$ cat src/rtl/uart_tx.sv
// uart_tx: 8N1 serial transmitter, LSB first, with a one-byte holding register.
// Bit timing comes from a x16 baud tick produced by pulse_gen.

module pulse_gen #(
    parameter int acc_width = 1,
    parameter int acc_incr  = 2
) (
    input  logic i_clk,
    output logic o_pulse
);

    localparam logic [acc_width:0] INCR = (acc_width + 1)'(acc_incr);

    logic [acc_width-1:0] acc;

    // Free-running phase accumulator; the carry out is the tick.
    always_ff @(posedge i_clk) begin
        {o_pulse, acc} <= {1'b0, acc} + INCR;
    end

endmodule

module uart_tx #(
    parameter int baud_acc_width = 1,
    parameter int baud_acc_incr  = 2
) (
    input  logic       i_clk,
    input  logic       i_reset,
    input  logic [7:0] i_byte,
    input  logic       i_valid,
    output logic       o_ready,
    output logic       o_tx,
    output logic       o_busy
);

    typedef enum logic [1:0] {
        S_IDLE  = 2'd0,
        S_START = 2'd1,
        S_DATA  = 2'd2,
        S_STOP  = 2'd3
    } state_t;

    state_t     state;
    logic       baud_x16;
    logic       hold_full;
    logic [7:0] hold_byte;
    logic [7:0] shift;
    logic [2:0] bit_idx;
    logic [3:0] tick_cnt;
    logic       accept;
    logic       bit_end;

    pulse_gen #(
        .acc_width (baud_acc_width),
        .acc_incr  (baud_acc_incr)
    ) u_baud (
        .i_clk   (i_clk),
        .o_pulse (baud_x16)
    );

    assign o_ready = !hold_full;
    assign o_busy  = (state != S_IDLE);
    assign accept  = i_valid && !hold_full;
    assign bit_end = baud_x16 && (tick_cnt == 4'd15);

    // Holding register plus the frame sequencer, sharing hold_full.
    always_ff @(posedge i_clk) begin
        if (i_reset) begin
            state     <= S_IDLE;
            o_tx      <= 1'b1;
            hold_full <= 1'b0;
            hold_byte <= 8'd0;
            shift     <= 8'd0;
            bit_idx   <= 3'd0;
            tick_cnt  <= 4'd0;
        end else begin
            if (accept) begin
                hold_byte <= i_byte;
                hold_full <= 1'b1;
            end
            if (baud_x16 && state != S_IDLE) begin
                tick_cnt <= tick_cnt + 4'd1;
            end
            unique case (state)
                S_IDLE: begin
                    o_tx <= 1'b1;
                    if (baud_x16 && hold_full) begin
                        shift     <= hold_byte;
                        hold_full <= 1'b0;
                        o_tx      <= 1'b0;
                        tick_cnt  <= 4'd0;
                        state     <= S_START;
                    end
                end
                S_START: begin
                    if (bit_end) begin
                        o_tx    <= shift[0];
                        bit_idx <= 3'd0;
                        state   <= S_DATA;
                    end
                end
                S_DATA: begin
                    if (bit_end) begin
                        if (bit_idx == 3'd7) begin
                            o_tx  <= 1'b1;
                            state <= S_STOP;
                        end else begin
                            shift   <= shift >> 1;
                            o_tx    <= shift[1];
                            bit_idx <= bit_idx + 3'd1;
                        end
                    end
                end
                S_STOP: begin
                    if (bit_end) begin
                        if (hold_full) begin
                            shift     <= hold_byte;
                            hold_full <= 1'b0;
                            o_tx      <= 1'b0;
                            state     <= S_START;
                        end else begin
                            o_tx  <= 1'b1;
                            state <= S_IDLE;
                        end
                    end
                end
                default: begin
                    o_tx  <= 1'b1;
                    state <= S_IDLE;
                end
            endcase
        end
    end

endmodule
$ cat config.mk
export PLATFORM = sky130hd
export DESIGN_NAME = uart_tx
export DESIGN_NICKNAME = d
export VERILOG_FILES = /design/src/rtl/uart_tx.sv
export SDC_FILE = /design/constraint.sdc
export NUM_CORES = 1
export LEC_CHECK = 0
export CORE_MARGIN = 2
export CORE_UTILIZATION = 30
export CTS_BUF_LIST = sky130_fd_sc_hd__clkbuf_2
export DETAILED_ROUTE_END_ITERATION = 7
export MAX_ROUTING_LAYER = met4
export SETUP_SLACK_MARGIN = 0.1
export SYNTH_ARGS = -nofsm -noshare
export SYNTH_HDL_FRONTEND = slang
export SYNTH_SLANG_ARGS = --single-unit
$ cat constraint.sdc
create_clock -name i_clk -period 2.57 [get_ports i_clk]
set_input_delay 0.514 -clock i_clk [delete_from_list [all_inputs] [get_ports i_clk]]
set_output_delay 0.514 -clock i_clk [all_outputs]
set_load 0.03 [all_outputs]
Yosys cells after proc, flatten, opt, wreduce, memory -nomap -nowiden
Index checks and enable logic that the tools add are counted.
Widths: inputs -> output; s select.

operators by class
  add/subtract/negate cells = 3
  multiply operators = 0
  divide/modulo/power cells = 0
  order comparisons = 0
  equal/unequal tests = 12
  shifts and indexed selects = 0
  multiplexer cells = 32
  bitwise operators = 0
  reduce and logical (&&, ||, !) cells = 13

operator list
  kind                 number
  $mux 8               5
  $pmux 8 s3           1
  $ne 2x2->1 const B   7
  $mux 4               3
  $mux 1               11
  $mux 2               5
  $mux 3               3
  $pmux 2 s4           1
  $pmux 3 s2           1
  $reduce_and 6->1     1
  $reduce_and 5->1     1
  $add 4x1->4 const B  1
  $eq 2x2->1 const B   2
  $eq 4x4->1 const B   1
  $logic_and 1x1->1    4
  $pmux 1 s4           1
  $reduce_and 4->1     1
  $reduce_bool 2->1    2
  $add 3x1->3 const B  1
  $eq 3x3->1 const B   1
  $reduce_and 3->1     1
  $reduce_bool 3->1    1
  $add 1x2->2 const B  1
  $eq 2x1->1 const B   1
  other kinds (3)      3

storage, ports and cells
  register bits = 29
  latch bits = 0
  RAM bits = 0
  bits in read-only memories = 0
  input port bits = 11
  output and inout bits = 3
  word-level logic and storage cells = 69
  memories = 0

Depth between registers and ports, before layout
Gate-level depths: netlist of run 1.

  word-level depth = 6
  gate-level depth with buffers = 8
  gate-level depth less buffers = 6

Cells and area by module
Synthesis of run 1 repeated with hierarchy kept, for this count alone.

unflattened totals
  cell total of the unflattened synthesis = 137
  area, all modules = 1320.0 sq um

modules (own cells, without submodules)
  module     times used  cells each  area an instance (sq um)
  uart_tx    1           135         1308.8
  pulse_gen  1           2           11.3

Worst setup path before layout of run 1
No wires, ideal clock.

  kind = register to register
  start point = register state[0]
  end point = register state[0]
  setup time = 87 ps
  arrival time = 1926 ps
  required time = 2483 ps
  setup slack = 556 ps
  stages on the path, launching flop included = 8
  path buffers = 1
  period minus slack after synthesis = 2014 ps
  path through = dfxtp_1 -> inv_1 -> ha_1 -> buf_6 -> or3_4 -> a221o_1 -> or3_1 -> o31ai_1

between the ends
  longest elaborated chain between the ends = 3

ends and longest elaborated chain
  item                                line  RTL
  from (decl)                         43    state_t state;
  from (signal assigned)              69    state <= S_IDLE;
  from (signal assigned)              92    state <= S_START;
  from (signal assigned)              99    state <= S_DATA;
  $eq 2x2->1 (tied with other cells)  84    unique case (state)
  $ne 2x2->1 (no source line)         -
  $reduce_and 5->1 (no source line)   -

Parallel ways exist; a longest one is shown, timed or not.
A chain may end at the register's enable or synchronous reset.

Worst setup path after layout of run 1
  start point = register state[1]
  end point = output port o_busy

between the ends
  longest elaborated chain between the ends = 1

ends and longest elaborated chain
  item               line  RTL
  $reduce_bool 2->1  62    assign o_busy = (state != S_IDLE);
  to (decl)          33    output logic o_busy

Every way passes these cells.

==> metrics.txt, run 1 <==
clock-pin transition on the worst setup and hold timing paths=250 ps; DRC errors left=0; first-pass GRT wire length=4560 µm; Slew headroom=66.5%; setup TNS=0 ps; Post-synth EDFFs=0; Rows=24; Logic pwr share=44.4%; Fmax achieved=455 MHz; fin crit share=85.4%; DRT Pass-1 Iters=6; CP Max Fanout=6; fin crit period=2200 ps; sequential element share of the synthesized area=39.3%; clk sink count=27; final hold viol count=0; WL final=2660 µm; power per cell area=795 nW/µm²; die area=5150 µm²; Area Growth Syn to Fin=14.5%; antenna cell count=0; Antenna Nets Post-Route=0; min-delay worst type=reg -> reg; Lkg Pwr=0.654 nW; Int Pwr=0.000789 W; kind of critical path=reg -> out; max cap viols=0; die height=71.7 µm; Setup crit end kind=output port; initial antenna violation count=0; layout cells sized above 1=10.1%; Power Total=0.00125 W; leading area contributor after synthesis=dfxtp_1; via count=1,031; placed cells=206; startpoint types=register; Yosys warning count=0; Syn Nets=166; Clock Tree Buf Depth=2; worst ir drop on vdd=375 µV; Slew Viols, Final=0; H-tree level count=1; Flop pwr share=42.6%; TritonCTS clock tree=done; global route overflow=0; Worst Skew=18.8 ps; Initial DRC Count=43; Synth Instances=145; #FFs+latches synth=27; Clock Latency Late Sink=350 ps; vias in the first global route=1,022; initial core utilization=31.4%; WL/cell=12.7 µm; post-CTS sizing=1; I/O Pins=14; Sw Pwr=0.000463 W; half-perimeter wire length after placement=1940 µm; Critical Path AT=1680 ps; CTS Root Buffer Type=clkbuf_2; RSZ-0062 raised after global routing=false; final setup violation count=0; main flop type after synthesis=dfxtp_1; port buffer count=13; post-synth top area share=39.3%; Worst-Margin Slew=490 ps; Hold Buf Count CTS=0; GRT Total Usage=11.4%; Req. time, crit path=2060 ps; Cell variety after synth=34; synth top area cells=dfxtp_1 (39%), mux2i_1 (13%), ha_1 (9.1%); Sw Share=37.0%; syn avg cell area=9.49 µm²; RePlAce Congestion=0.743; core area=4380 µm²; clock group share of total power=13.0%; setup bufs post-CTS=0; synthesized area=1380 µm²; largest net degree at the start of global routing=35; CTS Buf Count=3; DR vias/cell=4.91; status=completed; die span in x=71.7 µm; Async S/R FF share, synth=0%; final cell count without fillers=210; final-stage net count=180
## cell families (layout without fill, tap and decap cells)
family          after synthesis  after routing  synth area share [%]
simple gates                 51             51                  18.3
flops                        27             27                  39.3
mux                          25             25                  18.8
compound gates               19             19                  9.73
buf+inv                      11             24                  3.55
fa+ha+maj                    10             10                  9.09
xor+xnor                      2              2                  1.27
## synthesized netlist by cell type, types with 2 or more instances
cell type	count
dfxtp_1	27
nor2_1	25
mux2i_1	18
ha_1	10
nor2b_1	9
a21oi_1	7
mux2_2	7
clkbuf_1	5
inv_1	5
nand2_1	5
nand3_1	2
nand4_1	2
o21ai_0	2
## sequential cells by signal, summed over array words and instances, names as in the netlist
| name | flops |
|---|---|
| hold_byte | 8 |
| shift | 8 |
| tick_cnt | 4 |
| bit_idx | 3 |
| state | 2 |
| hold_full | 1 |
| o_tx | 1 |
## area by class of cell
class / count / area (µm²)
clock buffers: 4 / 20.0
inverters: 5 / 18.8
multi-input cells: 107 / 787
flip-flops and latches: 27 / 541
repair buffers: 15 / 144
well taps: 52 / 65.1
fillers: 459 / 2810
## critical path: stages, from the launching register on
cell and delay [ps]:
dfxtp_1 490, inv_1 120, ha_1 270, inv_1 70
dlygate4sd2_1 380
## routing by layer
metal	vias to the layer above	GRT usage, %	routed length (µm)
li1	529	-	-
met1	480	13.4	1260
met2	20	19.4	1280
met3	2	3.52	105
met4	0	2.10	16
met5	-	-	0
## final timing paths
kind | from | endpoint | slack (ps) | cells after the start
setup / recovery | state[1]$_SDFFE_PP0P_ | o_busy | 370 | 4
setup reg to reg | state[1]$_SDFFE_PP0P_ | shift[5]$_SDFFE_PP0P_ | 390 | 6
hold reg to reg | bit_idx[1]$_SDFFE_PP0P_ | bit_idx[1]$_SDFFE_PP0P_ | 480 | 2
hold / removal | bit_idx[1]$_SDFFE_PP0P_ | bit_idx[1]$_SDFFE_PP0P_ | 480 | 2
## per-stage QoR
stage | hold slack [ps] | setup WS [ps] | cell area, µm² | util, %
2_1_floorplan | 434 | 556 | 1380 | -
3_3_place_gp | 450 | 528 | 1560 | 35.5
3_5_place_dp | 451 | 438 | 1560 | 35.5
4_1_cts | 479 | 354 | 1580 | 35.9
5_1_grt | 507 | 229 | 1580 | 35.9
6_report | 476 | 374 | 1580 | 35.9
## power by group through the flow
stage	clock (W)	combinational, W	sequential [W]
2_1_floorplan	0	0.000431	0.000538
3_5_place_dp	0	0.000562	0.000542
5_1_grt	0.000194	0.000611	0.000544
6_report	0.000163	0.000555	0.000534
4_1_cts	0.000176	0.000559	0.000533
3_3_place_gp	0	0.000546	0.000538
## cells in the final DEF (no fill, tap or decap), types with 2 or more instances in the layout
| cell type | netlist | final |
|---|---|---|
| ha_1 | 10 | 10 |
| mux2i_1 | 18 | 18 |
| clkbuf_2 | 0 | 4 |
| clkdlybuf4s50_1 | 0 | 12 |
| nor2b_1 | 9 | 9 |
| buf_4 | 0 | 2 |
| mux2_2 | 7 | 7 |
| dfxtp_1 | 27 | 27 |
| nand2_1 | 5 | 5 |
| a21oi_1 | 7 | 7 |
| inv_1 | 5 | 5 |
| nand4_1 | 2 | 2 |
| o21ai_0 | 2 | 2 |
| nor2_1 | 25 | 25 |
| nand3_1 | 2 | 2 |
Note: power is estimated with default switching activity, not from simulation.
==> run 2: changes to the inputs <==
--- a/config.mk
+++ b/config.mk
@@ -5,6 +5,7 @@
 export SDC_FILE = /design/constraint.sdc
 export NUM_CORES = 1
 export LEC_CHECK = 0
+export CAP_MARGIN = 20
 export CORE_MARGIN = 2
 export CORE_UTILIZATION = 30
 export CTS_BUF_LIST = sky130_fd_sc_hd__clkbuf_2
==> results of run 2 <==
Same layout as run 1: the final DEF is identical, and so are final timing and power.
==> run 3: changes to the inputs <==
--- a/config.mk
+++ b/config.mk
@@ -7,9 +7,10 @@
 export LEC_CHECK = 0
 export CAP_MARGIN = 20
 export CORE_MARGIN = 2
-export CORE_UTILIZATION = 30
+export CORE_UTILIZATION = 37
 export CTS_BUF_LIST = sky130_fd_sc_hd__clkbuf_2
 export DETAILED_ROUTE_END_ITERATION = 7
+export GPL_ROUTABILITY_DRIVEN = 0
 export MAX_ROUTING_LAYER = met4
 export SETUP_SLACK_MARGIN = 0.1
 export SYNTH_ARGS = -nofsm -noshare
==> metrics.txt, run 3 (synthesized netlist as in run 1, its figures left out) <==
DRC errors left=0; Clock Tree Buf Depth=2; setup bufs post-CTS=0; r2r setup slk=380 ps; max cap viols=0; half-perimeter wire length after placement=1870 µm; vias in the first global route=1,038; DR top layer=met3; CTS Buf Count=3; clock-pin transition on the worst setup and hold timing paths=230 ps; Setup crit end kind=register; core area=3610 µm²; status=completed; Lkg Pwr=0.659 nW; Hold Buf Count CTS=0; met3 WL post-DR=94 µm; kind of critical path=reg -> reg; Critical Path AT=2470 ps; DR vias/cell=5.06; via count=1,048; Initial DRC Count=54; worst ir drop on vdd=309 µV; port buffer count=13; DRT Pass-1 Iters=4; CTS Root Buffer Type=clkbuf_2; global route overflow=0; clk sink count=27; Rows=22; WL final=2500 µm; GRT Total Usage=14.1%; largest net degree at the start of global routing=25; Clock Latency Late Sink=350 ps; initial antenna violation count=0; antenna cell count=0; Slew headroom=63.9%; fin crit share=85.3%; layout cells sized above 1=10.7%; Worst Skew=2.71 ps; CP top delay family=compound AO/OA/AOI/OAI gates; initial core utilization=38.2%; die area=4220 µm²; met2 wire length=1230 µm; H-tree level count=1; TritonCTS clock tree=done; CP Max Fanout=8; slowest stage delay, CP=510 ps; Buf/Inv on CP=1; min-delay worst type=reg -> reg; Area Growth Syn to Fin=14.6%; startpoint types=register; Worst-Margin Slew=527 ps; Slew Viols, Final=0; commonest non-fill, non-tap cell in the layout=dfxtp_1; I/O Pins=14; first-pass GRT wire length=4530 µm; most frequent cells in the layout=dfxtp_1 (27), nor2_1 (25), mux2i_1 (18); final-stage net count=181; CP max stage cell=a2111oi_0; Req. time, crit path=2850 ps; Fmax achieved=456 MHz; setup TNS=0 ps; WL/cell=12.1 µm; final hold viol count=0; crit-path cells=inv_1 > ha_1 > o21ba_2 > a2111oi_0 > a21oi_2 > mux2_2; power per cell area=795 nW/µm²; leading registers by flop count=hold_byte: 8 flops, shift: 8 flops, tick_cnt: 4 flops; final setup violation count=0; post-route cell area=1580 µm²; die height=65.0 µm; RSZ-0062 raised after global routing=false; Antenna Nets Post-Route=0; Placed Area=1560 µm²; fin crit period=2190 ps; die span in x=65.0 µm; Metal-1 WL=1180 µm
## run 3: changes by cell type in the layout (fill, tap and decap cells not counted), sizes merged
cell / delta
buf: +1
## run 3: cell type report
| type | count | area, µm² |
|---|---|---|
| Clock buffer | 4 | 20.0 |
| Fill cell | 363 | 2030 |
| Inverter | 5 | 18.8 |
| Multi-Input combinational cell | 107 | 787 |
| Sequential cell | 27 | 541 |
| Tap cell | 48 | 60.1 |
| Timing Repair Buffer | 16 | 151 |
## run 3: worst paths after layout
check	cells past startpoint	startpoint	end
setup / recovery	6	state[0]$_SDFFE_PP0P_	shift[4]$_SDFFE_PP0P_
hold / removal	2	bit_idx[1]$_SDFFE_PP0P_	bit_idx[1]$_SDFFE_PP0P_
setup reg to reg	6	state[0]$_SDFFE_PP0P_	shift[4]$_SDFFE_PP0P_
hold reg to reg	2	bit_idx[1]$_SDFFE_PP0P_	bit_idx[1]$_SDFFE_PP0P_
## run 3: worst reg2reg max path, delay by kind of cell, from the launching register on
| kind | cells | cell delay, ps |
|---|---|---|
| muxes | 1 | 320 |
| AOI/OAI and AO/OA | 3 | 940 |
| adders and majority gates | 1 | 290 |
| DFF | 1 | 440 |
| buffers and inverters | 1 | 120 |
## run 3: what timing repair did
item	4_1_cts	5_1_grt
setup endpoints to repair	1	0
gates resized for setup	1	0
hold endpoints to repair	0	0
## run 3: per-stage QoR
| stage | total power [W] | instances | utilization [%] | worst slack [ps] | hold slack [ps] |
|---|---|---|---|---|---|
| 3_5_place_dp | 0.00111 | 203 | 43.2 | 453 | 461 |
| 4_1_cts | 0.00127 | 207 | 43.8 | 363 | 488 |
| 5_1_grt | 0.00135 | 207 | 43.8 | 227 | 518 |
| 6_report | 0.00125 | 207 | 43.8 | 377 | 484 |
| 2_1_floorplan | 0.000969 | 145 | - | 556 | 434 |
| 3_3_place_gp | 0.00109 | 203 | 43.2 | 543 | 446 |
## run 3: where the power goes
part           switching [W]  leakage [nW]  internal, W
Combinational       0.000294         0.422     0.000268
Clock               0.000120        0.0166    0.0000411
Sequential         0.0000501         0.220     0.000481
Total               0.000464         0.659     0.000790
## run 3: metal layers
layer / up-vias / global-route usage (%)
met1: 495 / 16.6
met3: 0 / 4.17
li1: 534 / -
met2: 19 / 23.5
met5: - / -
met4: 0 / 3.72
